[src/rtl/config_loader_pkg.sv]
// Shared types and constants for the configuration chain loader.
package config_loader_pkg;

  typedef enum logic [2:0] {
    IDLE,
    CLEAR,
    FETCH,
    SHIFT,
    CHECK,
    DONE
  } loader_state_e;

  localparam logic [15:0] CRC16_POLY = 16'h1021;
  localparam logic [15:0] CRC16_INIT = 16'hFFFF;

endpackage

[src/rtl/config_crc16_serial.sv]
// Bit-serial CRC-16-CCITT register, MSB-first, no reflection, no final xor.
module config_crc16_serial
  import config_loader_pkg::*;
(
  input  logic        clock,
  input  logic        nreset,
  input  logic        init,
  input  logic        enable,
  input  logic        din,
  output logic [15:0] crc
);

  logic [15:0] crc_reg;
  logic [15:0] crc_next;
  logic        feedback;

  assign feedback    = crc_reg[15] ^ din;
  assign crc_next[0] = feedback & CRC16_POLY[0];

  generate
    for (genvar gi = 1; gi < 16; gi++) begin : g_crc_bit
      assign crc_next[gi] = crc_reg[gi-1] ^ (feedback & CRC16_POLY[gi]);
    end
  endgenerate

  always_ff @(posedge clock) begin
    if (!nreset || init) begin
      crc_reg <= CRC16_INIT;
    end else if (enable) begin
      crc_reg <= crc_next;
    end
  end

  assign crc = crc_reg;

endmodule

[src/rtl/config_chain_loader.sv]
// Clears the tile configuration chain, then serialises CHAIN_LENGTH bitstream bits into it.
// Define CONFIG_CHAIN_LOADER_CRC_EN to add a trailing CRC-16 check word and the error flag.
module config_chain_loader
  import config_loader_pkg::*;
#(
  parameter int WORD_WIDTH   = 32,
  parameter int CHAIN_LENGTH = 1152,
  parameter int CLEAR_CYCLES = 2
) (
  input  logic                  clock,
  input  logic                  nreset,
  input  logic                  start,
  input  logic [WORD_WIDTH-1:0] word_data,
  input  logic                  word_valid,
  output logic                  word_ready,
  output logic                  config_in,
  output logic                  config_enable,
  output logic                  config_nreset,
  output logic                  busy,
  output logic                  done,
  output logic                  error
);

  localparam int REM_W = $clog2(CHAIN_LENGTH + 1);
  localparam int IN_W  = $clog2(WORD_WIDTH + 1);
  localparam int CLR_W = $clog2(CLEAR_CYCLES + 1);

  localparam logic [REM_W-1:0] CHAIN_BITS = REM_W'(CHAIN_LENGTH);
  localparam logic [REM_W-1:0] REM_ONE    = REM_W'(1);
  localparam logic [IN_W-1:0]  WORD_BITS  = IN_W'(WORD_WIDTH);
  localparam logic [IN_W-1:0]  IN_ONE     = IN_W'(1);
  localparam logic [CLR_W-1:0] CLR_LAST   = CLR_W'(CLEAR_CYCLES - 1);

`ifdef CONFIG_CHAIN_LOADER_CRC_EN
  localparam loader_state_e AFTER_LOAD = CHECK;
`else
  localparam loader_state_e AFTER_LOAD = DONE;
`endif

  loader_state_e         state_reg, state_next;
  logic [REM_W-1:0]      remaining_reg, remaining_next;
  logic [IN_W-1:0]       inword_reg, inword_next;
  logic [CLR_W-1:0]      clear_cnt_reg, clear_cnt_next;
  logic [WORD_WIDTH-1:0] shift_reg, shift_next;

  logic word_ready_reg, word_ready_next;
  logic config_in_reg, config_in_next;
  logic config_enable_reg, config_enable_next;
  logic config_nreset_reg, config_nreset_next;
  logic busy_reg, busy_next;
  logic done_reg, done_next;
  logic accept;

  // word_ready_reg is high exactly in FETCH/CHECK, so it doubles as the state qualifier
  assign accept = word_valid & word_ready_reg;

`ifdef CONFIG_CHAIN_LOADER_CRC_EN
  logic        error_reg, error_next;
  logic [15:0] crc_value;
  logic [15:0] expected_crc;

  assign expected_crc = 16'(word_data);

  config_crc16_serial u_crc (
    .clock  (clock),
    .nreset (nreset),
    .init   (state_reg == CLEAR),
    .enable (config_enable_reg),
    .din    (config_in_reg),
    .crc    (crc_value)
  );

  always_ff @(posedge clock) begin
    if (!nreset) begin
      error_reg <= 1'b0;
    end else begin
      error_reg <= error_next;
    end
  end

  always_comb begin
    error_next = error_reg;
    if ((state_reg == IDLE || state_reg == DONE) && start) begin
      error_next = 1'b0;
    end else if (state_reg == CHECK && accept) begin
      error_next = (crc_value != expected_crc);
    end
  end

  assign error = error_reg;
`else
  assign error = 1'b0;
`endif

  always_ff @(posedge clock) begin
    if (!nreset) begin
      state_reg         <= IDLE;
      remaining_reg     <= '0;
      inword_reg        <= '0;
      clear_cnt_reg     <= '0;
      shift_reg         <= '0;
      word_ready_reg    <= 1'b0;
      config_in_reg     <= 1'b0;
      config_enable_reg <= 1'b0;
      config_nreset_reg <= 1'b0;
      busy_reg          <= 1'b0;
      done_reg          <= 1'b0;
    end else begin
      state_reg         <= state_next;
      remaining_reg     <= remaining_next;
      inword_reg        <= inword_next;
      clear_cnt_reg     <= clear_cnt_next;
      shift_reg         <= shift_next;
      word_ready_reg    <= word_ready_next;
      config_in_reg     <= config_in_next;
      config_enable_reg <= config_enable_next;
      config_nreset_reg <= config_nreset_next;
      busy_reg          <= busy_next;
      done_reg          <= done_next;
    end
  end

  always_comb begin
    state_next     = state_reg;
    remaining_next = remaining_reg;
    inword_next    = inword_reg;
    clear_cnt_next = clear_cnt_reg;
    shift_next     = shift_reg;
    case (state_reg)
      IDLE, DONE: begin
        if (start) begin
          state_next     = CLEAR;
          clear_cnt_next = CLR_LAST;
        end
      end
      CLEAR: begin
        remaining_next = CHAIN_BITS;
        if (clear_cnt_reg == '0) begin
          state_next = FETCH;
        end else begin
          clear_cnt_next = clear_cnt_reg - 1'b1;
        end
      end
      FETCH: begin
        if (accept) begin
          shift_next = word_data;
          // the final partial word only contributes its top `remaining` bits
          if (32'(remaining_reg) < WORD_WIDTH) begin
            inword_next = IN_W'(remaining_reg);
          end else begin
            inword_next = WORD_BITS;
          end
          state_next = SHIFT;
        end
      end
      SHIFT: begin
        shift_next     = {shift_reg[WORD_WIDTH-2:0], 1'b0};
        remaining_next = remaining_reg - 1'b1;
        inword_next    = inword_reg - 1'b1;
        if (inword_reg == IN_ONE) begin
          state_next = (remaining_reg == REM_ONE) ? AFTER_LOAD : FETCH;
        end
      end
`ifdef CONFIG_CHAIN_LOADER_CRC_EN
      CHECK: begin
        if (accept) begin
          state_next = DONE;
        end
      end
`endif
      default: state_next = IDLE;
    endcase
  end

  // Outputs are registered from the upcoming state so they line up with it cycle-for-cycle
  always_comb begin
    word_ready_next    = (state_next == FETCH) || (state_next == CHECK);
    config_enable_next = (state_next == SHIFT);
    config_in_next     = (state_next == SHIFT) && shift_next[WORD_WIDTH-1];
    config_nreset_next = (state_next != CLEAR);
    busy_next          = (state_next != IDLE) && (state_next != DONE);
    done_next          = (state_next == DONE);
  end

  assign word_ready    = word_ready_reg;
  assign config_in     = config_in_reg;
  assign config_enable = config_enable_reg;
  assign config_nreset = config_nreset_reg;
  assign busy          = busy_reg;
  assign done          = done_reg;

endmodule

[config.mk]
export PLATFORM = sky130hd
export DESIGN_NAME = config_chain_loader
export DESIGN_NICKNAME = d
export VERILOG_FILES = /design/src/rtl/config_loader_pkg.sv /design/src/rtl/config_crc16_serial.sv /design/src/rtl/config_chain_loader.sv
export SDC_FILE = /design/constraint.sdc
export NUM_CORES = 1
export LEC_CHECK = 0
export CORE_MARGIN = 3
export CORE_UTILIZATION = 56
export CTS_CLUSTER_SIZE = 12
export DETAILED_ROUTE_END_ITERATION = 7
export PLACE_DENSITY = 0.92
export SYNTH_ARGS = -nofsm -noshare
export SYNTH_HDL_FRONTEND = slang
export SYNTH_SLANG_ARGS = --single-unit
[constraint.sdc]
create_clock -name clock -period 4.5 [get_ports clock]
set_input_delay 0.45 -clock clock [delete_from_list [all_inputs] [get_ports clock]]
set_output_delay 0.45 -clock clock [all_outputs]
set_load 0.05 [all_outputs]
Word level (Yosys, flattened, before mapping) --
Cells that the tools add are included.
Storage, ports and cells: register bits 60, logic and storage cells 59, input bits 36
Operators by class: eq/ne operators 15, bitwise operators 1, $add $sub $neg 3, order comparisons 1, muxes and demuxes 15, reduce and logical (&&, ||, !) cells 12
Operators by type and width (number):
- one-hot mux 32 bit (2 select lines) | 1
- two-way mux 32 bit | 1
- one-hot mux 11 bit (2 select lines) | 1
- two-way mux 3 bit | 5
- equality test 3 x 2 -> 1 bit, second input constant | 4
- two-way mux 6 bit | 2
- one-hot mux 3 bit (4 select lines) | 1
- one-hot mux 6 bit (2 select lines) | 1
- equality test 11 x 1 -> 1 bit, second input constant | 1
- less-than comparator 11 x 6 -> 1 bit, second input constant | 1
- subtractor 11 x 1 -> 11 bit, second input constant | 1
- equality test 3 bit, second input constant | 3
- equality test 6 x 1 -> 1 bit, second input constant | 1
- inequality test 2 bit, second input constant | 3
- nonzero test 2 bit | 3
- subtractor 6 x 1 -> 6 bit, second input constant | 1
- two-way mux 2 bit | 2
- one-hot mux 2 bit (2 select lines) | 1
- equality test 3 x 1 -> 1 bit, second input constant | 1
- logical NOT 3 bit | 1
- inequality test 3 x 1 -> 1 bit, second input constant | 1
- inequality test 3 bit, second input constant | 1
- AND reduction 3 bit | 1
- nonzero test 3 bit | 1
- other kinds (7) | 8

Depth between registers and ports, before layout --
word-level depth 6, gate-level depth with buffers 7, depth with buffers taken out 7

Worst setup path after synthesis --
Ideal clock, no wire load.
kind register -> register, start point register word_ready_reg, in the netlist word_ready, end point register shift_reg[16], cell stages (with the launch flop) 7, clock period less this slack 1.726 ns, setup slack 2.774 ns, arrival time 1.598 ns, path buffers 2, path through dfxtp_1 > and2_1 > o21ai_0 > clkbuf_1 > buf_2 > a222oi_1 > nor2_1
Between the ends: cells in the longest elaborated chain, start to end 3
Ends and longest elaborated chain:
- start, declared | RTL line config_chain_loader.sv:46 | logic word_ready_reg, word_ready_next;
- start signal, assigned | RTL line config_chain_loader.sv:114 | word_ready_reg <= word_ready_next;
- bitwise AND 1 bit | RTL line config_chain_loader.sv:55 | assign accept = word_valid & word_ready_reg;
- inequality test 2 bit (no source line)
- AND reduction 2 bit (no source line)
- end signal, assigned | RTL line config_chain_loader.sv:113 | shift_reg <= shift_next;
- end, declared | RTL line config_chain_loader.sv:44 | logic [WORD_WIDTH-1:0] shift_reg, shift_next;
No other way between the ends. A chain may end at the register's enable or synchronous reset.

Worst setup path in the final report --
start point register state_reg[0], end point register remaining_reg[9]
Between the ends: cells in the longest elaborated chain, start to end 2
Ends and longest elaborated chain:
- start, declared | RTL line config_chain_loader.sv:40 | loader_state_e state_reg, state_next;
- start signal, assigned | RTL line config_chain_loader.sv:109 | state_reg <= state_next;
- equality test 3 x 2 -> 1 bit / equality test 3 x 1 -> 1 bit (equally long branches) | RTL line config_chain_loader.sv:129 | case (state_reg)
- one-hot mux 11 bit (2 select lines) / nonzero test 2 bit (equally long branches)
- end signal, assigned | RTL line config_chain_loader.sv:110 | remaining_reg <= remaining_next;
- end, declared | RTL line config_chain_loader.sv:41 | logic [REM_W-1:0] remaining_reg, remaining_next;
Parallel ways exist; a longest one is shown, timed or not.

==> impl_results.md <==
* Most frequent cells in the layout: dfxtp_1, nor2_1, clkdlybuf4s50_1, a222oi_1, a21oi_1
* Total wire length at 5.79 mm
* Reg2reg start: state_reg[0]
* Cell taking the most area after synthesis: dfxtp_1
* Clk Latency, worst-skew pair at 0.34 ns
* Root buffer cell: clkbuf_8
* Register area at 0.00120 mm²
* CTS tree: built
* Tot GR Track Use at 22.3%
* CP bufs+invs at 0
* Placed cell areas at 0.00295 mm²
* Worst IR Drop VDD at 236 µV
* Area growth from synthesis to layout at 22.3%
* FF+latch count, synth at 60
* Final hold viol count at 0
* Largest net degree at the start of global routing at 54
* Final setup fails at 0
* Hold buffer count at cts at 0
* Number of post-CTS setup repair buffers at 0
* Worst Hold Path EP: clear_cnt_reg[0]
* Fin. max-slew vios at 0
* H-Tree Level Count at 3
* Post-cts sizing count at 0
* Clock Path Buffers at 2
* EDFF count, synth at 0
* Mapped Nets at 321
* Antenna viol nets, final at 0
* Hold Path Cell Cnt at 1
* Setup Skew at 0.0113 ns
* Largest cells by area after synthesis: dfxtp_1, a222oi_1, nor2_1
* RSZ-0062 raised after global routing: no
* Vias in the first global route at 2,093
* Fraction of layout cells with a size suffix above 1 at 6.58%
* Core area at 0.00420 mm²
* Worst hold path startpoint: clear_cnt_reg[0]
* Row Count at 23
* Die ar. at 0.00539 mm²
* Clock slew at reported path FFs at 0.06 ns
* Gpl congestion at 0.800
* Multi-input gate area at 0.00122 mm²
* Initial Utilization at 60.5%
* Width of the die at 73.4 µm
* Slowest stage cell, crit path: dfxtp_1
* Worst reg2reg path depth at 4
* Critical path's top delay family: simple AND/OR/NAND/NOR gates
* Vias per inst at 6.28
* Ys Warns at 0
* Most common cell after layout, fill and taps aside: dfxtp_1
* Setup CP Type: register to register
* Hold/Removal Path Class: register to register
* Slew at the pin closest to its max-slew limit at 0.876 ns
* Relative slew slack at 41.5%
* CP max stage delay at 0.64 ns
* Sequential share of the synthesized area at 47.2%
* DR vias at 2,316
* Top cell type's share of synthesized area at 47.2%
* WHS at 0.480 ns
* Unique cell type count in the Yosys netlist at 47
* Avg WL per Cell at 15.7 µm
* Max Freq at 0.479 GHz
* Diode count at 0
* Gr ovfl total at 0
* # DRC at 0
* Power Density at 365 mW/mm²
* Die height at 73.4 µm
* Crit path DAT at 2.35 ns
* Final setup TNS at 0 ns
* CP Launch Type: register
* Crit share post-route at 46.4%
* Async SR Flop Fraction at 0%
* Maxcap violations at 0
* Final Cell Area at 0.00311 mm²
* Post-layout min period at 2.09 ns
* Status: complete, no violations
* Crit-path max FO at 16
* Setup crit end kind: register
* # clock sinks at 60
* Pleak at 0.00113 µW
* Detailed-router iteration count before antenna repair at 8
* Hpwl dp at 3.73 mm
* Final nets at 355
* Max reg flops at 32
* Average cell area after synthesis at 9.08 µm²
* Cells after Synth at 280
* Initial DRC Count at 297
* Port Buf Inserts at 41
* # fillers at 319
* Post-synth top flop: dfxtp_1
* Worst R2R Setup Slack at 2.41 ns
* Worst path cell trace: and3b_1 -> nand4_1 -> or4_1 -> a21oi_1
* Reg2reg end: remaining_reg[9]
* Synthesized area at 0.00254 mm²
* Number of buffers created by CTS at 9
* Worst path required time at 4.76 ns
* Io pins at 43
* First-pass GRT wire length at 9.15 mm
* Antenna violations before repair at 0
## power by group
group,internal (µW),switching (µW)
clock,214,197
sequential,549,19.5
combinational,70.3,86.0
## routing by layer
metal	global-route usage [%]	wire, µm	share of wire [%]	vias to the layer above
li1	-	-	-	1129
met2	36.8	2840	49	88
met3	6.16	345	6.0	14
met4	10.9	115	2.0	0
met5	0	0	0	-
met1	26.6	2490	43	1085
## synthesized netlist by cell type, drive strengths merged (2+ instances only)
master,number
ha,5
dfxtp,60
and2,4
nor4,3
a221oi,2
o211ai,2
nor2b,3
nand2,9
a211oi,3
inv,8
or3,3
nand3,7
nor3,8
a21oi,15
nor2,50
o21a,2
mux2,2
buf,10
clkbuf,11
o21ai,4
o311ai,2
nand2b,9
and3,4
a222oi,30
or4,2
and3b,2
nand3b,2
## worst max-delay path by stage
stage	from	endpoint	cells past startpoint
2_1_floorplan	word_ready	shift_reg[16]	6
3_3_place_gp	word_valid	inword_reg[4]	7
3_5_place_dp	word_valid	inword_reg[4]	7
4_1_cts	state_reg[0]	remaining_reg[9]	4
5_1_grt	state_reg[0]	remaining_reg[7]	5
6_report	state_reg[0]	remaining_reg[9]	4
## cell type report
class | instances | area share (%)
Multi-Input combinational cell | 191 | 39.3
Sequential cell | 60 | 38.6
Timing Repair Buffer | 44 | 13.9
Clock buffer | 14 | 4.91
Tap cell | 50 | 2.01
Inverter | 8 | 0.965
Clock inverter | 2 | 0.322
## stage by stage
stage	setup WS, ns	util (%)	instances	power, µW
2_1_floorplan	2.77	-	280	673
3_3_place_gp	2.32	70.2	353	729
3_5_place_dp	2.26	70.2	353	733
4_1_cts	2.44	74.1	369	1140
5_1_grt	2.16	74.1	369	1180
6_report	2.41	74.1	369	1140
## worst reg2reg max path, delay by kind of cell, from the launching register on
kind,cells,cell delay (ns)
flops,1,0.64
simple gates,3,1.24
compound gates,1,0.14
## cell families after synthesis
family,synth area share (%)
simple gates,21.6
compound gates,22.8
flops,47.2
buf+inv,4.87
fa+ha+maj,2.46
mux,0.885
other cells,0.147
No activity file was read; power rests on OpenSTA's default activity.
